## src/rtl/square_plotter.sv

```systemverilog
// -----------------------------------------------------------------------------
// square_plotter
//
// Pixel-expansion stage between the direction/colour state machine and the VGA
// adapter. Accepts one square request (top-left x/y plus colour) at a time and
// expands it into SIZE*SIZE pixel writes, one per clock, in row-major order.
// A one-entry holding register lets upstream queue the next square while the
// current one is being drawn.
//
// Parameters:
//   SIZE   side length of the square in pixels (legal range 1..16)
//   X_MAX  largest visible x coordinate; pixels beyond it are not plotted
//   Y_MAX  largest visible y coordinate; pixels beyond it are not plotted
//
// Ports:
//   clock       system clock, rising edge
//   reset_n     synchronous active-low reset
//   req_valid   upstream presents a request on req_x/req_y/req_color
//   req_ready   holding register empty; request taken when valid && ready
//   req_x       top-left x of the square
//   req_y       top-left y of the square
//   req_color   colour of the square
//   vga_x       pixel x to the adapter (0 outside drawing)
//   vga_y       pixel y to the adapter (0 outside drawing)
//   vga_colour  pixel colour to the adapter (0 outside drawing)
//   vga_plot    write strobe for the pixel on vga_x/vga_y
//   busy        drawing, finishing, or a request is waiting in the hold
//   done        one-cycle pulse after the last pixel of a square
// -----------------------------------------------------------------------------
module square_plotter #(
  parameter int SIZE  = 4,
  parameter int X_MAX = 159,
  parameter int Y_MAX = 119
) (
  input  logic       clock,
  input  logic       reset_n,
  input  logic       req_valid,
  output logic       req_ready,
  input  logic [7:0] req_x,
  input  logic [6:0] req_y,
  input  logic [2:0] req_color,
  output logic [7:0] vga_x,
  output logic [6:0] vga_y,
  output logic [2:0] vga_colour,
  output logic       vga_plot,
  output logic       busy,
  output logic       done
);

  typedef enum logic [1:0] {
    IDLE = 2'd0,
    DRAW = 2'd1,
    DONE = 2'd2
  } state_t;

  // Counter value of the last column / last row of a square.
  localparam logic [3:0] LAST  = 4'(SIZE - 1);
  // Visible limits at the width of the un-wrapped coordinate sums.
  localparam logic [8:0] X_LIM = 9'(X_MAX);
  localparam logic [7:0] Y_LIM = 8'(Y_MAX);

  // Holding register (one queued request).
  logic [7:0] hold_x_r;
  logic [6:0] hold_y_r;
  logic [2:0] hold_color_r;
  logic       hold_valid_r;

  // Working registers for the square being drawn.
  state_t     state_r;
  logic [7:0] base_x_r;
  logic [6:0] base_y_r;
  logic [2:0] color_r;
  logic [3:0] cx_r;
  logic [3:0] cy_r;
  logic       done_r;

  // Pixel datapath.
  logic [8:0] x_sum_s;
  logic [7:0] y_sum_s;
  logic       clip_s;
  logic       accept_s;
  logic       load_s;

  assign accept_s  = req_valid && !hold_valid_r;
  // The hold is drained only from IDLE; req_ready is low whenever it is full,
  // so a capture and a drain can never coincide on the same edge.
  assign load_s    = (state_r == IDLE) && hold_valid_r;

  assign req_ready = ~hold_valid_r;
  assign busy      = (state_r != IDLE) || hold_valid_r;
  assign done      = done_r;

  // Holding register: capture on acceptance, release when IDLE loads it.
  always_ff @(posedge clock) begin
    if (!reset_n) begin
      hold_x_r     <= 8'd0;
      hold_y_r     <= 7'd0;
      hold_color_r <= 3'd0;
      hold_valid_r <= 1'b0;
    end else if (accept_s) begin
      hold_x_r     <= req_x;
      hold_y_r     <= req_y;
      hold_color_r <= req_color;
      hold_valid_r <= 1'b1;
    end else if (load_s) begin
      hold_valid_r <= 1'b0;
    end else begin
      hold_valid_r <= hold_valid_r;
    end
  end

  // Drawing FSM: loads the hold, walks cx/cy row-major, pulses done.
  always_ff @(posedge clock) begin
    if (!reset_n) begin
      state_r  <= IDLE;
      base_x_r <= 8'd0;
      base_y_r <= 7'd0;
      color_r  <= 3'd0;
      cx_r     <= 4'd0;
      cy_r     <= 4'd0;
      done_r   <= 1'b0;
    end else begin
      case (state_r)
        IDLE: begin
          done_r <= 1'b0;
          if (hold_valid_r) begin
            base_x_r <= hold_x_r;
            base_y_r <= hold_y_r;
            color_r  <= hold_color_r;
            cx_r     <= 4'd0;
            cy_r     <= 4'd0;
            state_r  <= DRAW;
          end else begin
            state_r  <= IDLE;
          end
        end
        DRAW: begin
          // Counters advance through clipped pixels too, so every square
          // takes exactly SIZE*SIZE cycles regardless of position.
          if (cx_r == LAST) begin
            cx_r <= 4'd0;
            cy_r <= cy_r + 4'd1;
            if (cy_r == LAST) begin
              state_r <= DONE;
              done_r  <= 1'b1;
            end else begin
              state_r <= DRAW;
              done_r  <= 1'b0;
            end
          end else begin
            cx_r    <= cx_r + 4'd1;
            state_r <= DRAW;
            done_r  <= 1'b0;
          end
        end
        DONE: begin
          done_r  <= 1'b0;
          state_r <= IDLE;
        end
        default: begin
          done_r  <= 1'b0;
          state_r <= IDLE;
        end
      endcase
    end
  end

  // Coordinate sums are one bit wider than the screen coordinates so a
  // square hanging off the right/bottom edge is clipped rather than wrapped.
  always_comb begin
    x_sum_s = {1'b0, base_x_r} + {5'd0, cx_r};
    y_sum_s = {1'b0, base_y_r} + {4'd0, cy_r};
    clip_s  = (x_sum_s > X_LIM) || (y_sum_s > Y_LIM);
  end

  // Pixel outputs: live only in DRAW, forced to zero otherwise.
  always_comb begin
    vga_x      = 8'd0;
    vga_y      = 7'd0;
    vga_colour = 3'd0;
    vga_plot   = 1'b0;
    if (state_r == DRAW) begin
      vga_x      = x_sum_s[7:0];
      vga_y      = y_sum_s[6:0];
      vga_colour = color_r;
      vga_plot   = !clip_s;
    end else begin
      vga_x      = 8'd0;
      vga_y      = 7'd0;
      vga_colour = 3'd0;
      vga_plot   = 1'b0;
    end
  end

endmodule

```

## config.mk

```make
export PLATFORM = sky130hd
export DESIGN_NAME = square_plotter
export DESIGN_NICKNAME = d
export VERILOG_FILES = /design/src/rtl/square_plotter.sv
export SDC_FILE = /design/constraint.sdc
export NUM_CORES = 1
export LEC_CHECK = 0
export ABC_AREA = 1
export BUFFER_PORTS_ARGS = -buffer_cell sky130_fd_sc_hd__buf_2
export CAP_MARGIN = 20
export CORE_MARGIN = 2
export CORE_UTILIZATION = 55
export CTS_CLUSTER_DIAMETER = 100
export DETAILED_ROUTE_END_ITERATION = 12
export PLACE_DENSITY_LB_ADDON = 0.2
export SLEW_MARGIN = 20
export SYNTH_ARGS = -nofsm -noshare
export SYNTH_HDL_FRONTEND = slang
export SYNTH_SLANG_ARGS = --single-unit
```

## constraint.sdc

```tcl
create_clock -name clock -period 2.1 [get_ports clock]
set_input_delay 0.315 -clock clock [delete_from_list [all_inputs] [get_ports clock]]
set_output_delay 0.315 -clock clock [all_outputs]
set_load 0.01 [all_outputs]
```

==> results of run 1 <==
-- routing by layer --
| layer | vias up | part of all wire | GRT usage |
|---|---|---|---|
| met3 | 5 | 0.041 | 0.0317 |
| li1 | 1179 | - | - |
| met1 | 1012 | 0.49 | 0.301 |
| met5 | - | 0 | 0 |
| met4 | 0 | 0.0075 | 0.0662 |
| met2 | 54 | 0.46 | 0.331 |
-- final cells by class --
cell class / count / share of cell area
tap: 52 / 0.0224
clock buffer: 6 / 0.0249
inverter: 50 / 0.0653
timing repair buffer: 51 / 0.0954
multi-input combinational: 222 / 0.455
sequential: 48 / 0.335
clock inverter: 1 / 0.00172
-- cell families after synthesis --
| group | Yosys count | synth area share |
|---|---|---|
| fa+ha+maj | 12 | 0.0680 |
| xor+xnor | 1 | 0.00361 |
| compound gates | 76 | 0.169 |
| flops | 48 | 0.395 |
| simple gates | 133 | 0.255 |
| buf+inv | 63 | 0.108 |
-- worst max path at each step --
| stage | slack, ns | endpoint | start | depth (start not counted) |
|---|---|---|---|---|
| detailed placement | 0.05 | vga_plot | base_y_r[0]$_SDFFE_PN0P_ | 11 |
| finish | -0.10 | vga_y[4] | base_y_r[0]$_SDFFE_PN0P_ | 10 |
| global route | -0.20 | vga_plot | cy_r[0]$_SDFFE_PN0P_ | 11 |
| global placement | 0.10 | vga_plot | base_y_r[0]$_SDFFE_PN0P_ | 11 |
| CTS | -0.14 | vga_plot | cy_r[0]$_SDFFE_PN0P_ | 11 |
| floorplan | 0.25 | vga_plot | cy_r[0]$_SDFFE_PN0P_ | 10 |
-- cell usage in the layout (no fill, tap or decap), types with 7 or more instances in the layout --
cell type,instances
buf_2,42
inv_1,41
nand2_1,40
dfxtp_1,40
nor2_1,37
o21ai_0,29
a21oi_1,25
nand3_1,21
nand2_2,12
buf_4,9
o21ai_1,8
o22ai_1,7
-- sequential cells by signal, summed over array words and instances (netlist names) --
signal / count
color_r: 3
hold_x_r: 8
cy_r: 4
hold_y_r: 7
cx_r: 4
base_y_r: 7
state_r: 2
done: 1
hold_color_r: 3
base_x_r: 8
hold_valid_r: 1
-- worst max-delay path: stages, from the launching register on --
cell and delay, ns:
dfxtp_2 0.34, ha_4 0.16, fa_2 0.35, nand3_2 0.11, nand2_2 0.06, nand2_2 0.08, nand2_2 0.06, buf_4 0.13
buf_4 0.12, nor2_2 0.06, buf_2 0.13
-- repair_timing --
action	CTS	global route
pin swaps	9	13
resized for setup	9	27
endpoints found under the setup margin	5	8
buffers inserted	3	4
-- report_power, final --
part,leakage (nW),internal (mW),total [mW],switching [mW]
sequential,0.397,0.965,1.00,0.0380
combinational,0.844,0.100,0.280,0.179
clock,0.0410,0.227,0.514,0.288
total,1.28,1.29,1.80,0.505
==> results.toml, run 1 <==
[logic_synthesis]
synth_edf_count = 0
synth_top_area_cell = "dfxtp_1"
synth_seq_cells = 48
syn_area_mm2 = 0.00243
ys_async_sr_fraction = 0
syn_avg_cell_area_um2 = 7.30
yosysTopAreaCellShare = 0.395
syn_nets = 366
synth_area_leaders = "dfxtp_1, nand2_1, inv_1"
yosysMostFrequentCell = "dfxtp_1"
netlist_instances = 333
yosysSeqAreaShare = 0.395
synth.distinct_cells = 34
synth_common_cells = "dfxtp_1, nand2_1, inv_1"
yosysWarnings = 0
synth_flop_cell = "dfxtp_1"

[route]
vias = 2250
drt_iter0_drc = 108
antenna_left = 0
wl_um = 5320
drc_errors = 0
first_pass_iters = 4
viasPerCell = 5.23
wl_per_cell_um = 12.4

[cells_and_area]
fin_util = 0.678
diodes = 0
drive_above_1_share = 0.294
design_area_mm2 = 0.00291
regArea_um2 = 976
instances_no_fill = 430
nFillCells = 382
fin_nets = 411
multi_input_comb_area_mm2 = 0.00132
area_growth_pct = 19.8

[clocking]
cts_tree = "built"
root_buffer = "clkbuf_8"
clkLatencyLatePin_ns = 0.29
cts_inserted_buffers = 5
clock-sinks = 48
clkTransAtPathRegs_ns = 0.08
cts_hold_buf = 0
cts_buffer_depth = 2
htreeDepth = 2

[power]
p_leak_nw = 1.28
vdd_drop_max_mv = 0.465
finalPower_mw = 1.80
pwr_density_cell_mw_per_mm2 = 617

[global_route]
track_usage = 0.212
grt_pass1_vias = 1896
overflow = 0
antenna_found_initial = 0
grt_max_degree = 31
grt_pass1_wl_um = 8510

[timing]
max_slew.worst_pin.slew_ns = 0.452
hold_violations = 0
skew_ns = 0.00605
holdWs_ns = 0.235
fin_ws_ns = -0.105
finalCritPeriodShare = 1.05
setup_viol = 3
setup_tns_ns = -0.188
rsz0062_at_grt = "yes"
post-route-min-period_ns = 2.20
slew_headroom = 0.698
fmax_mhz = 454
slew_violations = 0

[hold_path]
hp-start = "req_color[1]"
min_path_type = "primary input to flop"
whs_path_depth = 3
hold_end = "hold_color_r[1]$_SDFFE_PN0P_"

[worst_setup_path]
end_kind = "output port"
cp-start-kind = "flop"
ff2ff_path_depth = 7
reg2reg_to = "cy_r[3]$_SDFFE_PN0P_"
cp.required_ns = 1.78
r2r_slack_ns = 0.55
critPathMaxFanout = 2
crit_arrival_ns = 1.89
crit_type = "flop to output port"
crit-reg2reg-launch = "state_r[0]$_SDFF_PN0_"

[flow_run]
max_cap_viol_count = 0

[placed_design]
dpl.hpwl_um = 3660
port_buffers = 42
gp_congestion = 0.883
place_area_mm2 = 0.00265
place_ws_ns = 0.0468
dp.cells = 416

[floorplanning]
ios = 43
chipHeight_um = 70.5
die_area_mm2 = 0.00497
initial_core_util = 0.566
placementRows = 24
fp.dieW_um = 70.5
core_area_mm2 = 0.00429

[outcome]
violations = "negative setup slack"
outcome = "finished with violations"
Power figures use the tool's default switching activity.
==> run 2: changes to the inputs <==
- ABC_AREA: 1 -> unset
- CORE_MARGIN: 2 -> 5
==> run 2 against run 1 <==
Effect of this change:
- synthesized area is 0.57% lower
- die area grew 17%
- synthesized cell count is 10% lower
- maximum frequency decreased by 6.1%
- sequential cell count is the same
- sequential share of layout area fell by 2.2 points
- total power fell by 2.4%
- routed wire length increased by 7.2%
- combinational power fell by 17%
- worst setup slack lost 0.14 ns
- the flow still finishes with violations (negative setup slack)
- first-iteration DRC count grew 36%
- largest cell class unchanged
==> results.toml, run 2 <==
[cells_and_area]
drive_above_1_share = 0.334
nFillCells = 349
fin_nets = 391
area_growth_pct = 29.3
design_area_mm2 = 0.00312
layout_commonest_cell = "nand2_1"
largestRegisters = "base_x_r x8, hold_x_r x8"
mostFrequentLayoutCells = "nand2_1, buf_2, a21boi_1"
diodes = 0

[logic_synthesis]
synth.distinct_cells = 37
synth_flop_cell = "dfxtp_1"
syn_avg_cell_area_um2 = 8.08
syn_area_mm2 = 0.00242
synth_area_leaders = "dfxtp_1, nand2_1, a21boi_1"
yosysMostFrequentCell = "nand2_1"
synth_common_cells = "nand2_1, dfxtp_1, a21boi_1"
ys_async_sr_fraction = 0
yosysWarnings = 0
yosysTopAreaCellShare = 0.398
yosysSeqAreaShare = 0.398
synth_edf_count = 0
syn_nets = 332
netlist_instances = 299
synth_top_area_cell = "dfxtp_1"
synth_seq_cells = 48

[route]
drc_errors = 0
drt_iter0_drc = 147
viasPerCell = 5.28
vias = 2171
first_pass_iters = 4
wl_um = 5700
wl_per_cell_um = 13.9
antenna_left = 0

[global_route]
grt_pass1_vias = 2074
gr-usage-met2 = 0.323
grt_max_degree = 47
met1_usage = 0.244
antenna_found_initial = 0
grt_pass1_wl_um = 9290
overflow = 0
grt-busiest-layer = "met2"
track_usage = 0.190
use_met3 = 0.0378

[worst_setup_path]
critPathMaxFanout = 3
crit-reg2reg-launch = "cx_r[1]$_SDFFE_PN0P_"
cp.required_ns = 1.78
end_kind = "output port"
cp-start-kind = "flop"
r2r_slack_ns = 0.20
reg2reg_to = "cy_r[3]$_SDFFE_PN0P_"
crit_arrival_ns = 2.03
ff2ff_path_depth = 7
crit_type = "flop to output port"

[placed_design]
place_area_mm2 = 0.00280
port_buffers = 42
gp_congestion = 0.852
dpl.hpwl_um = 3770

[timing]
finalCritPeriodShare = 1.12
max_slew.worst_pin.slew_ns = 0.644
slew_headroom = 0.570
hold_violations = 0
post-route-min-period_ns = 2.35
fin_ws_ns = -0.248
setup_viol = 4
rsz0062_at_grt = "yes"
fmax_mhz = 426
holdWs_ns = 0.249
skew_ns = 0.00506
slew_violations = 0

[hold_path]
min_path_type = "primary input to flop"
hold_end = "hold_valid_r$_SDFFE_PN0P_"
hp-start = "req_valid"
whs_path_depth = 3

[outcome]
violations = "negative setup slack"
outcome = "finished with violations"

[clocking]
cts_inserted_buffers = 5
cts_buffer_depth = 2
clock-sinks = 48
clkTransAtPathRegs_ns = 0.08
root_buffer = "clkbuf_8"
htreeDepth = 2
cts_tree = "built"
clkLatencyLatePin_ns = 0.29

[floorplanning]
placementRows = 24
core_area_mm2 = 0.00429
initial_core_util = 0.563
chipHeight_um = 76.3
die_area_mm2 = 0.00582
ios = 43
fp.dieW_um = 76.3

[power]
pwr_density_cell_mw_per_mm2 = 561
vdd_drop_max_mv = 0.395
p_leak_nw = 1.28

[flow_run]
max_cap_viol_count = 0
run 2: cell types whose count changed after synthesis, moves of 10 or more:
cell / change
a21boi_1: +39
and2_1: +10
a21oi_1: -16
nor2_1: -23
inv_1: -38
clkbuf_1: +10
o21ai_0: -28
nand2_1: +34
nand3_1: -15
run 2: final cells by class:
class / count / area (um2) / share of cell area
repair buffers: 70 / 428 / 0.137
clock buffers: 8 / 90.1 / 0.0288
flip-flops and latches: 48 / 978 / 0.313
well taps: 52 / 65.1 / 0.0208
inverters: 4 / 15.0 / 0.00481
multi-input cells: 229 / 1550 / 0.495
run 2: cell families after synthesis:
logic type / synth area share
simple gates: 0.268
buf+inv: 0.0388
compound gates: 0.183
mux: 0.00414
flops: 0.398
xor+xnor: 0.0399
fa+ha+maj: 0.0684
run 2: power breakdown:
part | internal (mW) | switching [mW] | leakage [nW]
sequential | 0.945 | 0.0266 | 0.397
clock | 0.269 | 0.279 | 0.0455
combinational | 0.0982 | 0.135 | 0.833
total | 1.31 | 0.441 | 1.28
run 2: per-layer routing:
layer  vias to the layer above  routed length [um]
li1                       1125                   -
met1                       997                2600
met2                        45                2820
met3                         4                 229
met4                         0                  44
met5                         -                   0
run 2: how the worst max path moves through the flow:
| stage | from | end | slack, ns | cells after the start |
|---|---|---|---|---|
| floorplan | cx_r[0]$_SDFFE_PN0P_ | vga_plot | 0.04 | 8 |
| global placement | base_x_r[1]$_SDFFE_PN0P_ | vga_plot | 0.005 | 7 |
| detailed placement | base_x_r[1]$_SDFFE_PN0P_ | vga_plot | -0.02 | 7 |
| CTS | base_x_r[3]$_SDFFE_PN0P_ | vga_plot | -0.29 | 7 |
| global route | base_y_r[1]$_SDFFE_PN0P_ | vga_plot | -0.34 | 7 |
| finish | base_x_r[3]$_SDFFE_PN0P_ | vga_plot | -0.25 | 7 |
run 2: timing repair:
action                                  4_1_cts  5_1_grt
endpoints found under the setup margin        5        8
pin swaps                                    11       10
setup buffers                                 3        2
hold buffers                                  0        0
gates resized for setup                      22       23
run 2: critical path, cell delays in order (launching register included):
cell and delay, ns:
dfxtp_2 0.35, ha_4 0.28, o21ai_2 0.05, or4_1 0.47, o311a_1 0.17, a311oi_2 0.22
a311oi_2 0.05, buf_2 0.15
run 2: through the flow:
stage                     worst slack [ns]  std cells  power (mW)  utilization  setup TNS [ns]
after floorplan                     0.0362        299        1.13            -               0
final                               -0.248        411        1.75        0.727          -0.659
after global routing                -0.341        411        1.84        0.727           -1.29
after CTS                           -0.286        410        1.76        0.698          -0.757
after global placement             0.00477        399        1.21        0.653               0
after detailed placement           -0.0152        399        1.22        0.653         -0.0152
==> run 3: changes to the inputs <==
- CELL_PAD_IN_SITES_DETAIL_PLACEMENT: unset -> 1
- CELL_PAD_IN_SITES_GLOBAL_PLACEMENT: unset -> 2
- CORE_UTILIZATION: 55 -> 33
- CTS_BUF_LIST: unset -> sky130_fd_sc_hd__clkbuf_4
==> run 3 against run 2 <==
Effect of this change:
- the flow still finishes with violations (negative setup slack)
- largest power group unchanged
- maximum frequency down 5.6%
- largest cell class unchanged
- hold slack worse by 0.073 ns
- sequential share of layout area down 1.3 points
- die area up 57%
- sequential power about the same
- critical endpoint unchanged
==> results.toml, run 3 (synthesis gave the netlist of run 2 again) <==
[clocking]
htreeDepth = 2
cts_inserted_buffers = 5
clkLatencyLatePin_ns = 0.36
cts_buffer_depth = 2
clock-sinks = 48
root_buffer = "clkbuf_4"
cts_hold_buf = 0
cts_tree = "built"
clkTransAtPathRegs_ns = 0.13

[cells_and_area]
area_growth_pct = 35.8
design_area_mm2 = 0.00328
drive_above_1_share = 0.360
instances_no_fill = 460
fin_util = 0.457
largestRegisters = "base_x_r x8, hold_x_r x8"
fin_nets = 393
diodes = 0
layout_commonest_cell = "nand2_1"
nFillCells = 877
mostFrequentLayoutCells = "nand2_1, buf_2, a21boi_1"

[floorplanning]
placementRows = 31
die_area_mm2 = 0.00913
initial_core_util = 0.337
ios = 43
core_area_mm2 = 0.00718
fp.dieW_um = 95.6
chipHeight_um = 95.6

[timing]
hold_violations = 0
fmax_mhz = 402
setup_tns_ns = -1.70
setup_viol = 8
max_slew.worst_pin.slew_ns = 0.651
fin_ws_ns = -0.389
post-route-min-period_ns = 2.49
slew_headroom = 0.566
rsz0062_at_grt = "yes"
skew_ns = 0.00521
slew_violations = 0
finalCritPeriodShare = 1.19

[power]
pwr_density_cell_mw_per_mm2 = 532
vdd_drop_max_mv = 0.269
p_leak_nw = 1.30

[worst_setup_path]
critPathTopFamily = "compound AO/OA/AOI/OAI gates"
cp_common_cell = "a311oi_2"
critPathSlowestCell = "or4_1"
end_kind = "output port"
cp-start-kind = "flop"
crit_arrival_ns = 2.17
worst-path-buf-inv = 1
crit_chain = "ha_4 > o21ai_2 > or4_1 > o311a_1 > a311oi_2 > a311oi_2 > buf_2"
critPathMaxFanout = 3
crit_type = "flop to output port"
max_stage_delay_ns = 0.48
cp.required_ns = 1.78

[placed_design]
dpl.hpwl_um = 4680
place_area_mm2 = 0.00288
place_ws_ns = -0.0867
dp.cells = 448
port_buffers = 42
gp_congestion = 0.833

[global_route]
grt_pass1_vias = 2328
overflow = 0
track_usage = 0.159
grt_pass1_wl_um = 11300
antenna_found_initial = 0
grt_max_degree = 47

[route]
wl_um = 6610
drt_iter0_drc = 38
viasPerCell = 4.73
wl_per_cell_um = 14.4
first_pass_iters = 4
vias = 2175
drc_errors = 0
antenna_left = 0

[outcome]
outcome = "finished with violations"
violations = "negative setup slack"

[hold_path]
min_path_type = "primary input to flop"

[flow_run]
max_cap_viol_count = 0
[run 3: cell count changes in the layout (fill, tap and decap cells not counted), moves of 4 or more]
cell,delta
buf_6,+6
clkbuf_8,-6
clkbuf_4,+5
buf_4,-4
[run 3: repair_timing]
item | CTS | global route
gates resized for setup | 45 | 20
setup buffers | 4 | 2
endpoints found under the setup margin | 12 | 14
pin swaps | 12 | 7
[run 3: path summary, 6_finish.rpt]
kind | cells after the start | slack (ns) | from | end
worst min-delay path | 3 | 0.18 | req_x[6] | hold_x_r[6]$_SDFFE_PN0P_
worst max-delay path | 7 | -0.39 | base_x_r[3]$_SDFFE_PN0P_ | vga_plot
worst min register to register | 2 | 0.46 | hold_y_r[0]$_SDFFE_PN0P_ | base_y_r[0]$_SDFFE_PN0P_
worst max register to register | 6 | 0.22 | cx_r[0]$_SDFFE_PN0P_ | state_r[0]$_SDFF_PN0_
[run 3: area by class of cell]
| type | instances | area, um2 | area share |
|---|---|---|---|
| clock buffers | 5 | 37.5 | 0.0114 |
| multi-input cells | 229 | 1620 | 0.493 |
| inverters | 4 | 15.0 | 0.00457 |
| clock inverters | 3 | 37.5 | 0.0114 |
| flip-flops and latches | 48 | 986 | 0.300 |
| well taps | 99 | 124 | 0.0377 |
| repair buffers | 72 | 465 | 0.142 |
[run 3: worst reg2reg max path: cells and delay by family (launching register included)]
kind	cells	cell delay, ns
AOI/OAI and AO/OA	1	0.12
DFF	1	0.37
adders and majority gates	1	0.20
buffers and inverters	1	0.13
and+or+nand+nor	3	0.97
[run 3: per-layer routing]
layer | GRT usage | wire length (um)
met1 | 0.203 | 3240
met4 | 0.0533 | 87
met3 | 0.0363 | 180
met5 | 0 | 0
met2 | 0.262 | 3110
[run 3: power breakdown]
group          switching (mW)  leakage (nW)  total [mW]  internal (mW)
sequential             0.0275         0.398       0.972          0.945
combinational           0.141         0.858       0.242          0.102
clock                   0.287        0.0403       0.530          0.244
[run 3: through the flow]
step / power [mW] / hold slack, ns
finish: 1.74 / 0.176
global route: 1.84 / 0.144
CTS: 1.78 / 0.155
detailed placement: 1.23 / 0.442
global placement: 1.22 / 0.436
floorplan: 1.13 / 0.430
